[src/rtl/pcie_rq_arbiter.sv]
// Packet-granular N:1 arbiter feeding the PCIe Requester Request AXIS port.
// The winning port owns the link until its tlast beat; outputs come from a 2-entry skid buffer.
module pcie_rq_arbiter #(
  parameter int NUM_PORTS           = 4,
  parameter int C_DATA_WIDTH        = 128,
  parameter int KEEP_WIDTH          = C_DATA_WIDTH / 32,
  parameter int AXI4_RQ_TUSER_WIDTH = 62,
  parameter int ARB_MODE            = 0
) (
  input  logic                                     user_clk,
  input  logic                                     user_reset,
  input  logic                                     user_lnk_up,
  input  logic [NUM_PORTS*C_DATA_WIDTH-1:0]        req_tdata,
  input  logic [NUM_PORTS*AXI4_RQ_TUSER_WIDTH-1:0] req_tuser,
  input  logic [NUM_PORTS*KEEP_WIDTH-1:0]          req_tkeep,
  input  logic [NUM_PORTS-1:0]                     req_tlast,
  input  logic [NUM_PORTS-1:0]                     req_tvalid,
  output logic [NUM_PORTS-1:0]                     req_tready,
  output logic [C_DATA_WIDTH-1:0]                  s_axis_rq_tdata,
  output logic [AXI4_RQ_TUSER_WIDTH-1:0]           s_axis_rq_tuser,
  output logic [KEEP_WIDTH-1:0]                    s_axis_rq_tkeep,
  output logic                                     s_axis_rq_tlast,
  output logic                                     s_axis_rq_tvalid,
  input  logic [3:0]                               s_axis_rq_tready,
  output logic [$clog2(NUM_PORTS)-1:0]             grant_id,
  output logic                                     arb_busy
);
  localparam int ID_W   = $clog2(NUM_PORTS);
  localparam int WORD_W = C_DATA_WIDTH + AXI4_RQ_TUSER_WIDTH + KEEP_WIDTH + 1;

  typedef enum logic {IDLE, PKT} state_t;

  state_t            state_reg;
  logic [ID_W-1:0]   grant_reg;
  logic [ID_W-1:0]   rr_ptr_reg;
  logic [WORD_W-1:0] out_word_reg;
  logic [WORD_W-1:0] skid_word_reg;
  logic              out_valid_reg;
  logic              skid_valid_reg;

  logic [WORD_W-1:0] port_word [NUM_PORTS];
  logic [ID_W-1:0]   winner;
  logic              winner_found;
  int                cand;
  logic              skid_full;
  logic              push;
  logic              pop;
  logic [WORD_W-1:0] push_word;
  logic              unused_tready;

  // Each port's beat packed as one word so tdata/tuser/tkeep/tlast travel together.
  for (genvar gi = 0; gi < NUM_PORTS; gi++) begin : g_port
    assign port_word[gi] = {req_tlast[gi],
                            req_tkeep[gi*KEEP_WIDTH +: KEEP_WIDTH],
                            req_tuser[gi*AXI4_RQ_TUSER_WIDTH +: AXI4_RQ_TUSER_WIDTH],
                            req_tdata[gi*C_DATA_WIDTH +: C_DATA_WIDTH]};
    assign req_tready[gi] = (state_reg == PKT) && (grant_reg == ID_W'(gi)) && !skid_full;
  end

  // Search starts at rr_ptr for round-robin, at port 0 for fixed priority.
  always_comb begin
    winner       = '0;
    winner_found = 1'b0;
    cand         = 0;
    for (int i = 0; i < NUM_PORTS; i++) begin
      cand = ((ARB_MODE == 0) ? int'(rr_ptr_reg) : 0) + i;
      if (cand >= NUM_PORTS) cand = cand - NUM_PORTS;
      if (!winner_found && req_tvalid[ID_W'(cand)]) begin
        winner_found = 1'b1;
        winner       = ID_W'(cand);
      end
    end
  end

  assign skid_full = out_valid_reg && skid_valid_reg;
  assign push_word = port_word[grant_reg];
  assign push      = (state_reg == PKT) && req_tvalid[grant_reg] && !skid_full;
  assign pop       = out_valid_reg && s_axis_rq_tready[0];
  assign unused_tready = ^s_axis_rq_tready[3:1];

  always_ff @(posedge user_clk) begin
    if (user_reset) begin
      state_reg      <= IDLE;
      grant_reg      <= '0;
      rr_ptr_reg     <= '0;
      out_word_reg   <= '0;
      skid_word_reg  <= '0;
      out_valid_reg  <= 1'b0;
      skid_valid_reg <= 1'b0;
    end else begin
      case (state_reg)
        IDLE: begin
          if (user_lnk_up && winner_found) begin
            grant_reg <= winner;
            state_reg <= PKT;
          end
        end
        PKT: begin
          if (push && push_word[WORD_W-1]) begin
            state_reg  <= IDLE;
            rr_ptr_reg <= (grant_reg == ID_W'(NUM_PORTS - 1)) ? '0 : grant_reg + 1'b1;
          end
        end
        default: state_reg <= IDLE;
      endcase

      // The skid entry is only ever occupied behind a valid output entry.
      if (skid_valid_reg) begin
        if (pop) begin
          out_word_reg   <= skid_word_reg;
          skid_valid_reg <= 1'b0;
        end
      end else if (!out_valid_reg || pop) begin
        out_valid_reg <= push;
        if (push) out_word_reg <= push_word;
      end else if (push) begin
        skid_valid_reg <= 1'b1;
        skid_word_reg  <= push_word;
      end
    end
  end

  assign s_axis_rq_tdata  = out_word_reg[C_DATA_WIDTH-1:0];
  assign s_axis_rq_tuser  = out_word_reg[C_DATA_WIDTH +: AXI4_RQ_TUSER_WIDTH];
  assign s_axis_rq_tkeep  = out_word_reg[C_DATA_WIDTH+AXI4_RQ_TUSER_WIDTH +: KEEP_WIDTH];
  assign s_axis_rq_tlast  = out_word_reg[WORD_W-1];
  assign s_axis_rq_tvalid = out_valid_reg;
  assign grant_id         = grant_reg;
  assign arb_busy         = (state_reg == PKT) || out_valid_reg;
endmodule
[config.mk]
export PLATFORM = sky130hd
export DESIGN_NAME = pcie_rq_arbiter
export DESIGN_NICKNAME = d
export VERILOG_FILES = /design/src/rtl/pcie_rq_arbiter.sv
export SDC_FILE = /design/constraint.sdc
export NUM_CORES = 1
export LEC_CHECK = 0
export CORE_AREA = 2 2 387 389
export CTS_BUF_LIST = sky130_fd_sc_hd__clkbuf_16
export CTS_CLUSTER_DIAMETER = 50
export DETAILED_ROUTE_END_ITERATION = 16
export DIE_AREA = 0 0 389 391
export PLACE_DENSITY_LB_ADDON = 0.15
export REMOVE_ABC_BUFFERS = 1
export SLEW_MARGIN = 40
export SYNTH_ARGS = -nofsm -noshare
export SYNTH_HDL_FRONTEND = slang
export SYNTH_SLANG_ARGS = --single-unit
export TNS_END_PERCENT = 10
[constraint.sdc]
create_clock -name user_clk -period 2.68 [get_ports user_clk]
set_clock_uncertainty 0.2 [all_clocks]
set_input_delay 0.804 -clock user_clk [delete_from_list [all_inputs] [get_ports user_clk]]
set_output_delay 0.804 -clock user_clk [all_outputs]
set_load 0.02 [all_outputs]
==> results of run 1 <==
-- worst paths after layout --
check	start	endpoint	slack (ns)	cells after the start
setup / recovery	grant_id[0]$_SDFFE_PP0P_	req_tready[3]	0.06	5
hold / removal	skid_word_reg[17]$_SDFFE_PP0P_	skid_word_reg[17]$_SDFFE_PP0P_	0.25	2
setup reg to reg	grant_id[0]$_SDFFE_PP0P_	out_word_reg[13]$_SDFFE_PP0P_	0.15	8
hold reg to reg	skid_word_reg[17]$_SDFFE_PP0P_	skid_word_reg[17]$_SDFFE_PP0P_	0.25	2
-- timing repair --
action	4_1_cts	5_1_grt
endpoints found under the setup margin	195	7
cloned	1	0
setup buffers	6	1
pin swaps	1	0
hold buffers	0	0
resized for setup	228	7
-- cells in the mapped netlist --
library cell                 n
sky130_fd_sc_hd__nand2_1   397
sky130_fd_sc_hd__ha_1        4
sky130_fd_sc_hd__nor2b_1   198
sky130_fd_sc_hd__inv_1       6
sky130_fd_sc_hd__mux4_2    196
sky130_fd_sc_hd__mux2_2     79
sky130_fd_sc_hd__or4_1       1
sky130_fd_sc_hd__a21o_1      1
sky130_fd_sc_hd__and2_1      4
sky130_fd_sc_hd__a21boi_0    1
sky130_fd_sc_hd__mux2_1     16
sky130_fd_sc_hd__and3_1      1
sky130_fd_sc_hd__o22ai_1     1
sky130_fd_sc_hd__dfxtp_1   397
sky130_fd_sc_hd__nand3_1     2
sky130_fd_sc_hd__buf_6      17
sky130_fd_sc_hd__mux2i_1   196
sky130_fd_sc_hd__nor3b_1     1
sky130_fd_sc_hd__a211o_1     2
sky130_fd_sc_hd__o31ai_1     1
sky130_fd_sc_hd__a21oi_2     1
sky130_fd_sc_hd__buf_4       2
sky130_fd_sc_hd__nand3b_1    2
sky130_fd_sc_hd__o221ai_1    1
sky130_fd_sc_hd__buf_1      12
sky130_fd_sc_hd__mux2_4    100
sky130_fd_sc_hd__clkbuf_1  102
sky130_fd_sc_hd__or3_1       1
sky130_fd_sc_hd__a21oi_1   201
sky130_fd_sc_hd__or2_2       1
sky130_fd_sc_hd__o21ai_0     1
sky130_fd_sc_hd__nor2_1    197
sky130_fd_sc_hd__buf_2      62
sky130_fd_sc_hd__clkbuf_2    1
-- power by group --
group,switching (mW),internal [mW]
combinational,1.60,2.30
sequential,0.0886,6.10
clock,3.67,6.47
-- logic make-up after synthesis --
logic type      count (synthesis)  share of synthesized area [%]
flops                         397                          35.25
buf+inv                       202                          4.312
mux                           587                          39.69
simple gates                  805                          15.76
compound gates                210                          4.767
fa+ha+maj                       4                         0.2220
-- layer usage --
layer | vias up | routed length [um] | GRT usage [%]
met1 | 9703 | 39940 | 14.51
met5 | - | 27 | 0
met2 | 657 | 48320 | 21.45
met4 | 4 | 2167 | 3.763
li1 | 9820 | - | -
met3 | 116 | 6871 | 3.540
-- area by class of cell --
cell class,count,area (um^2),area share (%)
antenna,1,2.502,0.006560
clock inverter,61,654.4,1.715
sequential,397,7959,20.86
clock buffer,82,2052,5.379
inverter,6,22.52,0.05904
timing repair buffer,1142,11360,29.77
multi-input combinational,1606,13670,35.83
tap,1944,2432,6.376
-- critical path, stage by stage (launching register included) --
cell and delay [ns]:
sky130_fd_sc_hd__dfxtp_4 0.35, sky130_fd_sc_hd__buf_6 0.12, sky130_fd_sc_hd__buf_6 0.11, sky130_fd_sc_hd__ha_4 0.14, sky130_fd_sc_hd__and2_4 0.13, sky130_fd_sc_hd__buf_6 0.12
==> tab_implementation.tex, run 1 <==
\begin{tabular}{lr}
\hline
Metric & Value \\
\hline
\multicolumn{2}{l}{\textbf{CTS}} \\
\quad CTS clk-pin slew, worst paths & 0.04 ns \\
\quad Buffer type at the clock tree root & sky130\_fd\_sc\_hd\_\_clkbuf\_16 \\
\quad Number of H-tree levels & 3 \\
\quad Clock buffer depth & 3 \\
\quad Number of sinks on the clock net & around 400 \\
\quad Inserted Clock Buffers & 81 \\
\quad Clock latency of the later-clocked register in the worst-skew pair & 0.65 ns \\
\quad TritonCTS clock tree & yes \\
\multicolumn{2}{l}{\textbf{Yosys}} \\
\quad Count of different cell masters after synthesis & 34 \\
\quad Synthesis warning total & 0 \\
\quad Mapped Avg Cell Area & slightly above 10 um\^{}2 \\
\quad Cell accounting for the most synthesized area & sky130\_fd\_sc\_hd\_\_dfxtp\_1 \\
\quad Total standard cell area after synthesis & 22,540 um\^{}2 \\
\quad Post-synthesis cell count & 2,205 \\
\quad Portion of the post-synthesis area used by sequential elements & around a third \\
\quad Synthesized flop and latch total & 397 \\
\quad Leading post-synthesis cells by cell area & sky130\_fd\_sc\_hd\_\_dfxtp\_1, sky130\_fd\_sc\_hd\_\_mux4\_2, sky130\_fd\_sc\_hd\_\_mux2i\_1 \\
\quad Area share of the largest cell type after synthesis & a little over a third \\
\multicolumn{2}{l}{\textbf{Timing}} \\
\quad Slew @ Worst Pin & about 1.0 ns \\
\quad Final min period & approximately 2.6 ns \\
\quad Achievable frequency & approximately 380 MHz \\
\quad Slew HR & around a third \\
\quad Fin crit share & 97.93\% \\
\quad Min setup slack post-route & 0.05547 ns \\
\quad Worst hold slack after final layout & $\sim$0.25 ns \\
\quad Final setup viols & 0 \\
\quad Total negative slack for setup checks & 0 ns \\
\quad Unrepaired setup endpoints after global routing & true \\
\quad Max-slew violation count & 0 \\
\quad Final hold vios & 0 \\
\multicolumn{2}{l}{\textbf{Layout}} \\
\quad Syn-to-layout area delta & 69.21\% \\
\quad Post-route non-filler standard cell count & 5,239 \\
\quad Fillers & between 15,000 and 20,000 \\
\quad Net count reported at finish & 4,029 \\
\quad Finished Core Util & 25.68\% \\
\quad Proportion of layout cells with a drive suffix above 1 & between 20 and 25\% \\
\quad Commonest cells after routing, fill and taps aside & sky130\_fd\_sc\_hd\_\_clkdlybuf4s50\_1, sky130\_fd\_sc\_hd\_\_nand2\_1, sky130\_fd\_sc\_hd\_\_dfxtp\_1 \\
\quad Most common cell after layout, fill and taps aside & sky130\_fd\_sc\_hd\_\_clkdlybuf4s50\_1 \\
\quad Cell area after layout & approximately 38,000 um\^{}2 \\
\multicolumn{2}{l}{\textbf{Drt}} \\
\quad Drc violations & 0 \\
\quad Detail-routed via count per cell & 3.875 \\
\quad Antenna violation net count after detailed routing & 0 \\
\quad First DRT Iteration DRCs & between 700 and 800 \\
\quad Overall via count from detail\_route & roughly 20,000 \\
\quad Initial DRT Pass Iterations & 4 \\
\quad Post-detailed-route wirelength per cell & roughly 19 um \\
\quad Total routed wirelength & 97,320 um \\
\multicolumn{2}{l}{\textbf{Die}} \\
\quad Number of rows in the core area & between 100 and 150 \\
\quad Die Y-Extent & between 300 and 400 um \\
\quad Total die area & $\sim$150,000 um\^{}2 \\
\quad Initial core utilization & roughly 15\% \\
\quad Number of top-level design ports & 994 \\
\quad Overall die width & slightly below 400 um \\
\quad Area of the core & between 100,000 and 150,000 um\^{}2 \\
\multicolumn{2}{l}{\textbf{Flow run}} \\
\quad Max-cap check violation count & 0 \\
\multicolumn{2}{l}{\textbf{Power and ir drop}} \\
\quad Max VDD drop & 0.0003542 V \\
\quad Leakage dissipation & roughly 14 nW \\
\quad PnR Total Power & slightly above 20 mW \\
\quad Ratio of total power to cell area & between 500 and 600 nW/um\^{}2 \\
\multicolumn{2}{l}{\textbf{Global route}} \\
\quad First-pass GRT wire length & about 140,000 um \\
\quad Remaining Overflow, GRT & 0 \\
\quad Maximum number of pins on one net before global-route repair & 87 \\
\quad Via count of the first global-routing pass & $\sim$21,000 \\
\quad Number of antenna violations at the first check in global routing & 8 \\
\quad Total routing usage reported by global routing & about an eighth \\
\multicolumn{2}{l}{\textbf{Setup path}} \\
\quad Crit Path Class & flop to primary output \\
\quad Worst Setup End Kind & primary output \\
\quad Top fanout value on the critical path & 4 \\
\quad Required time of the critical path & roughly 1.7 ns \\
\quad CP Launch Type & flop \\
\quad Arrival time at the worst endpoint & between 1.5 and 2 ns \\
\multicolumn{2}{l}{\textbf{Placement}} \\
\quad Cell count after placement & between 5,000 and 6,000 \\
\quad IO Port Bufs & 990 \\
\quad Placed wire-length estimate & 76,450 um \\
\quad Weighted congestion reported at the end of routability-driven placement & roughly 0.80 \\
\quad Area after DPL & about 36,000 um\^{}2 \\
\quad Pre-CTS WS & -0.4119 ns \\
\multicolumn{2}{l}{\textbf{Hold path}} \\
\quad Worst hold path class & flop to flop \\
\multicolumn{2}{l}{\textbf{Run status}} \\
\quad Status & completed \\
\hline
\end{tabular}
Power figures use the tool's default switching activity.
==> inputs of run 2 (changes only) <==
--- a/config.mk
+++ b/config.mk
@@ -5,12 +5,15 @@
 export SDC_FILE = /design/constraint.sdc
 export NUM_CORES = 1
 export LEC_CHECK = 0
-export CORE_AREA = 2 2 387 389
+export ABC_AREA = 1
+export CAP_MARGIN = 15
+export CORE_AREA = 2 2 385 387
 export CTS_BUF_LIST = sky130_fd_sc_hd__clkbuf_16
 export CTS_CLUSTER_DIAMETER = 50
 export DETAILED_ROUTE_END_ITERATION = 16
-export DIE_AREA = 0 0 389 391
+export DIE_AREA = 0 0 387 389
 export PLACE_DENSITY_LB_ADDON = 0.15
+export RECOVER_POWER = 50
 export REMOVE_ABC_BUFFERS = 1
 export SLEW_MARGIN = 40
 export SYNTH_ARGS = -nofsm -noshare
==> run 2 against run 1 <==
Effect of this change: maximum frequency grew 1.1%; core utilization grew 0.59 points; critical path depth shrank 4; power grew 11%; wire length grew 21%; critical path type unchanged.
==> tab_implementation.tex, run 2 <==
\begin{tabular}{lr}
\hline
Metric & Value \\
\hline
\multicolumn{2}{l}{\textbf{Setup path}} \\
\quad Slowest stage delay, CP & 0.65 ns (was 0.35 ns) \\
\quad Crit Path Class & flop to primary output (unchanged) \\
\quad Critical path cell sequence & clkdlybuf4s50\_1 (was buf\_6, buf\_6, ha\_4, and2\_4, buf\_6) \\
\quad Minimum setup slack among reg-to-reg paths & 0.16 ns (was 0.15 ns) \\
\quad WP buf/inv & 1 (was 3) \\
\quad Number of stages on the worst setup path & 1 (was 5) \\
\quad Reg2Reg Depth & 10 (was 8) \\
\quad Capture instance of the worst register-to-register path & out\_word\_reg[65]\$\_SDFFE\_PP0P\_ (was out\_word\_reg[13]\$\_SDFFE\_PP0P\_) \\
\quad Library cell contributing the largest single delay on the critical path & sky130\_fd\_sc\_hd\_\_clkdlybuf4s50\_1 (was sky130\_fd\_sc\_hd\_\_dfxtp\_4) \\
\quad CP Launch Type & flop (unchanged) \\
\quad Critical path destination & s\_axis\_rq\_tdata[12] (was req\_tready[3]) \\
\quad Category of cells accounting for the largest share of critical-path delay & buffers and inverters (was flip-flops) \\
\quad Launch instance of the worst register-to-register path & grant\_id[1]\$\_SDFFE\_PP0P\_ (was grant\_id[0]\$\_SDFFE\_PP0P\_) \\
\quad Arrival time at the worst endpoint & 1.59 ns (was 1.62 ns) \\
\quad Source of the critical timing path & out\_word\_reg[12]\$\_SDFFE\_PP0P\_ (was grant\_id[0]\$\_SDFFE\_PP0P\_) \\
\quad Top fanout value on the critical path & 2 (was 4) \\
\quad Required time of the critical path & 1.68 ns (about the same) \\
\quad Worst Setup End Kind & primary output (unchanged) \\
\multicolumn{2}{l}{\textbf{Die}} \\
\quad Total die area & 150,500 um\^{}2 (was 152,100 um\^{}2) \\
\quad Initial core utilization & 16.14\% (was 15.18\%) \\
\quad Number of rows in the core area & 141 (was 142) \\
\quad Die Y-Extent & 389 um (was 391 um) \\
\quad Number of top-level design ports & 994 (unchanged) \\
\quad Area of the core & 146,600 um\^{}2 (was 148,500 um\^{}2) \\
\quad Overall die width & 387 um (was 389 um) \\
\multicolumn{2}{l}{\textbf{Drt}} \\
\quad Antenna violation net count after detailed routing & 0 (unchanged) \\
\quad Met2 wire length & 57,670 um (was 48,320 um) \\
\quad Overall via count from detail\_route & 28,304 (was 20,300) \\
\quad Detail-routed via count per cell & 4.181 (was 3.875) \\
\quad First DRT Iteration DRCs & 1,471 (was 773) \\
\quad Routed met1 length & 50,280 um (was 39,940 um) \\
\quad Drc violations & 0 (unchanged) \\
\quad Highest Signal Layer & met4 (was met5) \\
\quad Met3 wire len & 7506 um (was 6871 um) \\
\quad Post-detailed-route wirelength per cell & 17.45 um (was 18.58 um) \\
\quad Total routed wirelength & 118,100 um (was 97,320 um) \\
\quad Initial DRT Pass Iterations & 5 (was 4) \\
\multicolumn{2}{l}{\textbf{CTS}} \\
\quad Inserted Clock Buffers & 73 (was 81) \\
\quad TritonCTS clock tree & yes (unchanged) \\
\quad Buffer type at the clock tree root & sky130\_fd\_sc\_hd\_\_clkbuf\_16 (unchanged) \\
\quad Clock buffer depth & 3 (unchanged) \\
\quad Number of sinks on the clock net & 397 (unchanged) \\
\quad Clock latency of the later-clocked register in the worst-skew pair & 0.63 ns (was 0.65 ns) \\
\quad CTS clk-pin slew, worst paths & 0.05 ns (was 0.04 ns) \\
\quad Number of H-tree levels & 3 (unchanged) \\
\multicolumn{2}{l}{\textbf{Hold path}} \\
\quad Worst hold path class & flop to flop (unchanged) \\
\multicolumn{2}{l}{\textbf{Layout}} \\
\quad Syn-to-layout area delta & 62.70\% (was 69.21\%) \\
\quad Most common cell after layout, fill and taps aside & sky130\_fd\_sc\_hd\_\_nand2\_1 (was sky130\_fd\_sc\_hd\_\_clkdlybuf4s50\_1) \\
\quad Fillers & 16,509 (was 15,930) \\
\quad Finished Core Util & 26.27\% (was 25.68\%) \\
\quad Proportion of layout cells with a drive suffix above 1 & 6.326\% (was 20.28\%) \\
\quad Commonest cells after routing, fill and taps aside & sky130\_fd\_sc\_hd\_\_nand2\_1, sky130\_fd\_sc\_hd\_\_clkdlybuf4s50\_1, sky130\_fd\_sc\_hd\_\_nand3\_1 (was sky130\_fd\_sc\_hd\_\_clkdlybuf4s50\_1, sky130\_fd\_sc\_hd\_\_nand2\_1, sky130\_fd\_sc\_hd\_\_dfxtp\_1) \\
\quad Net count reported at finish & 5,575 (was 4,029) \\
\multicolumn{2}{l}{\textbf{Timing}} \\
\quad Unrepaired setup endpoints after global routing & true (unchanged) \\
\quad Slew HR & 39.75\% (was 31.63\%) \\
\quad Achievable frequency & 385.1 MHz (was 381.0 MHz) \\
\quad Total negative slack for setup checks & 0 ns (unchanged) \\
\quad Final hold vios & 0 (unchanged) \\
\quad Fin crit share & 96.90\% (was 97.93\%) \\
\quad Final min period & 2.597 ns (was 2.625 ns) \\
\quad Final setup viols & 0 (unchanged) \\
\quad Max-slew violation count & 0 (unchanged) \\
\quad Slew @ Worst Pin & 0.9037 ns (was 1.026 ns) \\
\multicolumn{2}{l}{\textbf{Global route}} \\
\quad First-pass GRT wire length & 173,500 um (was 139,700 um) \\
\quad Maximum number of pins on one net before global-route repair & 141 (was 87) \\
\quad Total routing usage reported by global routing & 14.93\% (was 12.30\%) \\
\quad Remaining Overflow, GRT & 0 (unchanged) \\
\quad Number of antenna violations at the first check in global routing & 4 (was 8) \\
\quad Via count of the first global-routing pass & 27,628 (was 21,000) \\
\multicolumn{2}{l}{\textbf{Run status}} \\
\quad Status & completed (unchanged) \\
\multicolumn{2}{l}{\textbf{Yosys}} \\
\quad Mapped Avg Cell Area & 6.100 um\^{}2 (was 10.22 um\^{}2) \\
\quad Leading post-synthesis cells by cell area & sky130\_fd\_sc\_hd\_\_dfxtp\_1, sky130\_fd\_sc\_hd\_\_nand2\_1, sky130\_fd\_sc\_hd\_\_nand3\_1 (was sky130\_fd\_sc\_hd\_\_dfxtp\_1, sky130\_fd\_sc\_hd\_\_mux4\_2, sky130\_fd\_sc\_hd\_\_mux2i\_1) \\
\quad Number of enable-type register cells in the synthesized netlist & 0 (unchanged) \\
\quad Total standard cell area after synthesis & 23,670 um\^{}2 (was 22,540 um\^{}2) \\
\quad Synthesized flop and latch total & 397 (unchanged) \\
\quad Area share of the largest cell type after synthesis & 33.58\% (was 35.25\%) \\
\quad Cell accounting for the most synthesized area & sky130\_fd\_sc\_hd\_\_dfxtp\_1 (unchanged) \\
\quad Post-synthesis cell count & 3,880 (was 2,205) \\
\quad Cell types with the highest counts after synthesis & sky130\_fd\_sc\_hd\_\_nand2\_1, sky130\_fd\_sc\_hd\_\_nand3\_1, sky130\_fd\_sc\_hd\_\_dfxtp\_1 (was sky130\_fd\_sc\_hd\_\_dfxtp\_1, sky130\_fd\_sc\_hd\_\_nand2\_1, sky130\_fd\_sc\_hd\_\_a21oi\_1) \\
\quad Count leader, synth & sky130\_fd\_sc\_hd\_\_nand2\_1 \\
\quad Count of different cell masters after synthesis & 23 (was 34) \\
\quad Share of async-settable or async-resettable flops after synthesis & 0\% (unchanged) \\
\quad Most used flip-flop cell after synthesis & sky130\_fd\_sc\_hd\_\_dfxtp\_1 (unchanged) \\
\quad Synthesis warning total & 0 (unchanged) \\
\quad Portion of the post-synthesis area used by sequential elements & 33.58\% (was 35.25\%) \\
\multicolumn{2}{l}{\textbf{Placement}} \\
\quad IO Port Bufs & 990 (unchanged) \\
\quad Placed wire-length estimate & 88,450 um (was 76,450 um) \\
\quad Weighted congestion reported at the end of routability-driven placement & 0.8168 (was 0.7967) \\
\multicolumn{2}{l}{\textbf{Flow run}} \\
\quad Max-cap check violation count & 0 (unchanged) \\
\multicolumn{2}{l}{\textbf{Power and ir drop}} \\
\quad Internal power summed over all cells & 14.97 mW (was 14.87 mW) \\
\quad PnR Total Power & 22.48 mW (was 20.23 mW) \\
\quad Max VDD drop & 0.0003890 V (was 0.0003542 V) \\
\quad Gate power share & 30.2\% (was 19.3\%) \\
\quad Ratio of total power to cell area & 583.7 nW/um\^{}2 (was 530.3 nW/um\^{}2) \\
\quad Leakage dissipation & 16.45 nW (was 14.08 nW) \\
\quad Share of power burned in the clock network & 40.9\% (was 50.1\%) \\
\quad Switching power total & 7.505 mW (was 5.359 mW) \\
\quad Proportion of power drawn by flip-flops and latches & 28.9\% (was 30.6\%) \\
\quad Net Sw Frac & 33.39\% (was 26.49\%) \\
\hline
\end{tabular}
-- run 2: cell types whose count changed in the layout (fill, tap and decap cells not counted), sizes merged, moves of 14 or more --
cell / previous run / this run
nand3b: 2 / 194
mux4: 196 / 0
nor2: 197 / 306
o21ai: 1 / 301
inv: 25 / 39
mux2i: 196 / 0
nand3: 2 / 489
nand2: 397 / 1419
nor2b: 198 / 0
clkbuf: 82 / 109
a21oi: 202 / 393
mux2: 195 / 0
-- run 2: worst min-delay path by stage --
| stage | slack (ns) | cells past startpoint | start | to |
|---|---|---|---|---|
| finish | 0.27 | 2 | out_word_reg[30]$_SDFFE_PP0P_ | out_word_reg[30]$_SDFFE_PP0P_ |
| global route | 0.29 | 2 | out_word_reg[112]$_SDFFE_PP0P_ | out_word_reg[112]$_SDFFE_PP0P_ |
| CTS | 0.28 | 2 | out_word_reg[30]$_SDFFE_PP0P_ | out_word_reg[30]$_SDFFE_PP0P_ |
| detailed placement | 0.27 | 2 | out_word_reg[128]$_SDFFE_PP0P_ | out_word_reg[128]$_SDFFE_PP0P_ |
| global placement | 0.26 | 2 | out_word_reg[64]$_SDFFE_PP0P_ | out_word_reg[64]$_SDFFE_PP0P_ |
| floorplan | 0.27 | 2 | state_reg$_SDFF_PP0_ | state_reg$_SDFF_PP0_ |
-- run 2: cell type report --
class | count | area, um^2 | share of cell area (%)
inverters | 25 | 133.9 | 0.3477
well taps | 1930 | 2415 | 6.271
flip-flops and latches | 397 | 7959 | 20.67
clock buffers | 76 | 1902 | 4.939
clock inverters | 56 | 506.7 | 1.316
repair buffers | 1171 | 11620 | 30.18
diodes | 3 | 7.507 | 0.01949
multi-input cells | 3112 | 13960 | 36.26
-- run 2: routing by layer --
layer | vias to the layer above | track usage, %
li1 | 14634 | -
met1 | 12817 | 17.65
met2 | 739 | 26.34
met3 | 114 | 3.956
met4 | 0 | 4.264
met5 | - | 0
-- run 2: what timing repair did --
action                                  CTS  global route
gates cloned                              0             2
endpoints found under the setup margin  192            35
endpoints found under the hold margin     0             0
pin swaps                                 0             1
buffers inserted                          2             2
hold buffers                              0             0
gates resized for setup                 216            11
-- run 2: stage by stage --
| step | area [um^2] | hold WS [ns] | std cells | worst slack, ns |
|---|---|---|---|---|
| global placement | 36380 | 0.2597 | 6629 | -0.3299 |
| detailed placement | 36380 | 0.2689 | 6629 | -0.3593 |
| floorplan | 21990 | 0.2678 | 3534 | -18.49 |
| global route | 38510 | 0.2893 | 6769 | -0.02561 |
| CTS | 38550 | 0.2768 | 6763 | -0.01971 |
| finish | 38510 | 0.2706 | 6770 | 0.08300 |
-- run 2: logic make-up (layout without fill, tap and decap cells) --
family,count (synthesis),after routing,synth area share (%)
AO/OA/AOI/OAI,698,698,14.80
adder cells (fa/ha/maj),4,4,0.2115
buffers and inverters,371,1328,7.501
flip-flops,397,397,33.58
other,0,3,0
AND/OR/NAND/NOR,2410,2410,43.91
-- run 2: power by group through the flow --
stage,logic [mW],clock network (mW),registers [mW]
floorplan,3.22,0,7.21
global placement,7.12,0,6.61
detailed placement,7.12,0,6.62
CTS,6.93,9.59,6.49
global route,7.54,9.82,6.53
finish,6.79,9.20,6.49
